===== src/rtl/bcd_to_binary_seq.sv =====
// -----------------------------------------------------------------------------
// bcd_to_binary_seq
//
// Converts a 4-digit packed-BCD value (0..9999) into a 14-bit binary count
// using reverse double dabble: the 30-bit working register {bcd, 14'b0} is
// shifted right once per clock. After each shift, every BCD digit nibble that
// reads 8 or more has 3 subtracted from it. After 14 iterations the low 14
// bits hold the binary result. A request containing a non-decimal digit is
// rejected in one cycle with err raised and a zero result.
//
// Ports
//   clk      in   1   system clock, rising edge
//   rst      in   1   asynchronous active-high reset
//   start    in   1   conversion request, accepted only while idle
//   bcd_in   in  16   packed BCD {thousands, hundreds, tens, ones}
//   bin_out  out 14   registered binary result, held until the next completion
//   busy     out  1   conversion in progress
//   done     out  1   one-cycle completion pulse per accepted request
//   err      out  1   last accepted request had a digit > 9
// -----------------------------------------------------------------------------
module bcd_to_binary_seq (
    input  logic        clk,
    input  logic        rst,
    input  logic        start,
    input  logic [15:0] bcd_in,
    output logic [13:0] bin_out,
    output logic        busy,
    output logic        done,
    output logic        err
);

    typedef enum logic [0:0] {
        ST_IDLE  = 1'b0,
        ST_SHIFT = 1'b1
    } state_t;

    // Index of the final iteration (14 iterations, counted 0..13).
    localparam logic [3:0] LAST_ITER = 4'd13;

    state_t      state_r, state_s;
    logic [29:0] work_r,  work_s;
    logic [3:0]  cnt_r,   cnt_s;
    logic [13:0] bin_r,   bin_s;
    logic        busy_r,  busy_s;
    logic        done_r,  done_s;
    logic        err_r,   err_s;
    logic [29:0] step_s;

    // True when every nibble of the packed BCD word is a decimal digit.
    function automatic logic bcd_valid(input logic [15:0] b);
        logic ok;
        ok = 1'b1;
        for (int i = 0; i < 4; i++) begin
            if (b[4*i +: 4] > 4'd9) begin
                ok = 1'b0;
            end else begin
                ok = ok;
            end
        end
        return ok;
    endfunction

    // One reverse double-dabble iteration: logical shift right, then each
    // digit nibble (bits 29..14) that reads >= 8 is reduced by 3. A digit
    // nibble that took a shifted-in 1 from the digit above reads 8 + x/2,
    // and subtracting 3 leaves it at 5 + x/2, which is the value that nibble
    // must hold for the next shift to halve the decimal weight correctly.
    // Nibbles are corrected independently, with no borrow between them.
    function automatic logic [29:0] dabble_step(input logic [29:0] w);
        logic [29:0] sh;
        sh = {1'b0, w[29:1]};
        for (int i = 0; i < 4; i++) begin
            if (sh[14 + 4*i +: 4] >= 4'd8) begin
                sh[14 + 4*i +: 4] = sh[14 + 4*i +: 4] - 4'd3;
            end else begin
                sh[14 + 4*i +: 4] = sh[14 + 4*i +: 4];
            end
        end
        return sh;
    endfunction

    // Result of the current iteration, shared by the working register and
    // the final result capture.
    assign step_s = dabble_step(work_r);

    // Next-state and next-output logic for the IDLE/SHIFT controller.
    always_comb begin
        state_s = state_r;
        work_s  = work_r;
        cnt_s   = cnt_r;
        bin_s   = bin_r;
        busy_s  = busy_r;
        done_s  = 1'b0;
        err_s   = err_r;
        case (state_r)
            ST_IDLE: begin
                if (start) begin
                    if (bcd_valid(bcd_in)) begin
                        err_s   = 1'b0;
                        work_s  = {bcd_in, 14'd0};
                        cnt_s   = 4'd0;
                        busy_s  = 1'b1;
                        state_s = ST_SHIFT;
                    end else begin
                        bin_s  = 14'd0;
                        err_s  = 1'b1;
                        done_s = 1'b1;
                    end
                end else begin
                    state_s = ST_IDLE;
                end
            end
            ST_SHIFT: begin
                // start is deliberately ignored here: no queueing, no resample.
                work_s = step_s;
                cnt_s  = cnt_r + 4'd1;
                if (cnt_r == LAST_ITER) begin
                    bin_s   = step_s[13:0];
                    done_s  = 1'b1;
                    busy_s  = 1'b0;
                    state_s = ST_IDLE;
                end else begin
                    state_s = ST_SHIFT;
                end
            end
            default: begin
                state_s = ST_IDLE;
                busy_s  = 1'b0;
                cnt_s   = 4'd0;
            end
        endcase
    end

    // State, datapath and output registers with asynchronous reset.
    always_ff @(posedge clk or posedge rst) begin
        if (rst) begin
            state_r <= ST_IDLE;
            work_r  <= 30'd0;
            cnt_r   <= 4'd0;
            bin_r   <= 14'd0;
            busy_r  <= 1'b0;
            done_r  <= 1'b0;
            err_r   <= 1'b0;
        end else begin
            state_r <= state_s;
            work_r  <= work_s;
            cnt_r   <= cnt_s;
            bin_r   <= bin_s;
            busy_r  <= busy_s;
            done_r  <= done_s;
            err_r   <= err_s;
        end
    end

    assign bin_out = bin_r;
    assign busy    = busy_r;
    assign done    = done_r;
    assign err     = err_r;

endmodule


===== config.mk =====
export PLATFORM = sky130hd
export DESIGN_NAME = bcd_to_binary_seq
export DESIGN_NICKNAME = d
export VERILOG_FILES = /design/src/rtl/bcd_to_binary_seq.sv
export SDC_FILE = /design/constraint.sdc
export NUM_CORES = 1
export LEC_CHECK = 0
export CORE_ASPECT_RATIO = 0.75
export CORE_UTILIZATION = 45
export CTS_CLUSTER_SIZE = 28
export DETAILED_ROUTE_END_ITERATION = 10
export PLACE_DENSITY_LB_ADDON = 0.08
export SYNTH_ARGS = -nofsm -noshare
export SYNTH_HDL_FRONTEND = slang
export SYNTH_SLANG_ARGS = --single-unit
export TNS_END_PERCENT = 30

===== constraint.sdc =====
create_clock -name clk -period 2.7 [get_ports clk]
set_clock_uncertainty 0.15 [all_clocks]
set_input_delay 0.54 -clock clk [delete_from_list [all_inputs] [get_ports clk]]
set_output_delay 0.54 -clock clk [all_outputs]
set_load 0.02 [all_outputs]

==> impl_metrics.yaml <==
worst_setup_path:
  path_delay_family: "compound AO/OA/AOI/OAI gates"
  crit_chain: "clkdlybuf4s50_1 -> o21ai_1 -> and4_1 -> a21oi_4 -> buf_12 -> a22o_1"
  arrival_ps: 2210
  slowest_delay_ps: 490
  cp.depth: 6
  reg2regPathDepth: 4
  start_kind: "primary input"
  crit_type: "primary input to register"
  critPathCaptureType: "register"
  cpMaxStageDelayCell: "clkdlybuf4s50_1"
  path_buf_inv: 2
  crit_fanout: 17
  critical_path_required_ps: 2790
clocking:
  cts_setup_buffers: 0
  hold_buffers: 0
  tritoncts: "yes"
  cts.sinks: 51
  insertion_delay_ps: 310
  cts_root_buf: "clkbuf_8"
  postCtsResizedCells: 0
  clk_pin_slew_ps: 100
  clockBufferDepth: 2
  numCtsBuffers: 5
  ctsHtreeMaxLevel: 2
global_route:
  global_route.usage.total_pct: 20.2
  grt_max_degree: 28
  grt_pass1_wl_um: 8200
  antenna_found_initial: 0
  overflow: 0
  grt_pass1_vias: 1588
floorplan:
  placementRows: 22
  dieArea_mm2: 0.00538
  core_area_mm2: 0.00490
  ios: 36
  die_w_um: 84.3
  initial_utilization_pct: 46.7
  die_y_um: 63.8
run_status:
  violations: "design-rule violations"
  status: "complete, but fails checks"
timing:
  hold_violations: 0
  setup_violations: 0
  period_needed_ps: 2120
  tns_ps: 0
  drv_slew: 0
  relSlewSlack_pct: 54.0
  rsz0062_at_grt: "no"
  tightest_slew_ps: 690
  min_period_over_period_pct: 78.4
  fmax_mhz: 472
pwr:
  p_sw_share_pct: 37.7
  clock_power_share_pct: 14.5
  p_per_area_mw_per_mm2: 1110
  p_switching_w: 0.00119
  vdd_ir_drop_max_v: 0.000445
  power_frac_comb_pct: 41.7
  intPower_w: 0.00196
  p_seq_share_pct: 43.8
  p_leak_nw: 1.31
  p_total_w: 0.00315
yosys:
  yosysTopAreaCell: "dfrtp_1"
  synth_top_area_share_pct: 55.8
  ys_ff_latch: 51
  syn_nets: 218
  syn_area_mm2: 0.00229
  yosys_warnings: 0
  seq_area_frac_synth_pct: 55.8
  synth.distinct_cells: 29
  avgSynthCellArea_um2: 12.0
  synthCells: 191
  ys_top_cells_by_area: "dfrtp_1 56%, a22o_1 11%, ha_1 4.4%, a221o_1 3.5%, inv_1 2.8%"
final_layout:
  fin_nets: 258
  nFillCells: 414
  mostFrequentLayoutCell: "dfrtp_1"
  drive_gt1_share_pct: 9.91
  final_cell_mix: "51 x dfrtp_1, 35 x clkdlybuf4s50_1, 29 x a22o_1"
  antenna-diode-count: 0
  area_growth_pct: 23.9
route:
  viasPerCell: 5.69
  drt_pass1_iterations: 9
  drt_iter0_markers: 116
  drtAntennaViolNets: 0
  avgRoutedWirePerCell_um: 16.6
  finalWirelength_um: 4840
  vias: 1661
  drc: 3
worst_hold_path:
  min_path_type: "register to register"
  holdPathStages: 1
flow_run:
  max_cap_violations: 0
placed_design:
  port_buffers: 35
  hpwl_um: 3400
  place.gp.congestion: 0.780
[cells in the mapped netlist, drive strengths merged]
library cell  instances
dfrtp                51
a22o                 29
inv                  17
o21ai                11
nor2b                 9
a221o                 8
ha                    8
buf                   7
nor2                  7
a21oi                 6
and2                  5
a31oi                 4
clkbuf                4
nand2                 4
xnor2                 4
xor2                  4
a222oi                3
mux2i                 3
and4                  2
nand4                 2
a22oi                 1
mux2                  1
nor3                  1
[logic make-up after synthesis]
logic type                 count (synthesis)  synth area share [%]
AOI/OAI and AO/OA                         62                  21.9
xor gates and xnor gates                   8                  3.06
adders and majority gates                  8                  4.37
buffers and inverters                     28                  5.74
DFF                                       51                  55.8
muxes                                      4                  1.80
and+or+nand+nor                           30                  7.38
[state kept, by name, indices dropped and copies added (netlist names)]
| signal | flops |
|---|---|
| done | 1 |
| busy | 1 |
| state_r | 1 |
| work_r | 29 |
| bin_out | 14 |
| cnt_r | 4 |
| err | 1 |
[per-stage QoR]
| step | worst slack, ps | utilization (%) | hold slack [ps] | cell area (µm²) | std cells |
|---|---|---|---|---|---|
| 2_1_floorplan | 780 | - | 313 | 2290 | 191 |
| 3_3_place_gp | 330 | 55.9 | 334 | 2740 | 284 |
| 3_5_place_dp | 281 | 55.9 | 332 | 2740 | 284 |
| 4_1_cts | 595 | 57.9 | 360 | 2840 | 292 |
| 5_1_grt | 480 | 57.9 | 376 | 2840 | 292 |
| 6_report | 584 | 57.9 | 355 | 2840 | 292 |
[area by class of cell]
class,count,area (µm²),share of cell area (%)
Sequential cell,51,1280,45.0
Multi-Input combinational cell,112,881,31.1
Timing Repair Buffer,44,443,15.6
Tap cell,60,75.1,2.65
Clock buffer,5,68.8,2.43
Inverter,17,63.8,2.25
Clock inverter,3,28.8,1.01
[final timing paths]
kind / from / endpoint / slack [ps]
max reg2reg: state_r / bin_out[1] / 850
min: bin_out[10] / bin_out[10] / 360
min in group asynchronous: rst / bin_out[6] / 430
max in group asynchronous: rst / work_r[19] / 1440
max: bcd_in[5] / work_r[3] / 580
min reg2reg: bin_out[10] / bin_out[10] / 360
[power by group through the flow]
stage | sequential [W] | combinational [W] | clock, W
6_report | 0.00138 | 0.00131 | 0.000457
5_1_grt | 0.00143 | 0.00146 | 0.000508
4_1_cts | 0.00138 | 0.00132 | 0.000474
3_5_place_dp | 0.00139 | 0.00132 | 0
3_3_place_gp | 0.00137 | 0.00126 | 0
2_1_floorplan | 0.00137 | 0.000879 | 0
[layer usage]
| metal | part of all wire [%] | up-vias | GRT usage, % | routed length (µm) |
|---|---|---|---|---|
| met5 | 0 | - | 0 | 0 |
| met4 | 0.70 | 0 | 5.08 | 34 |
| met3 | 4.3 | 5 | 4.39 | 208 |
| met2 | 44 | 40 | 30.2 | 2140 |
| met1 | 51 | 844 | 30.1 | 2460 |
| li1 | - | 772 | - | - |
Power figures use the tool's default switching activity.
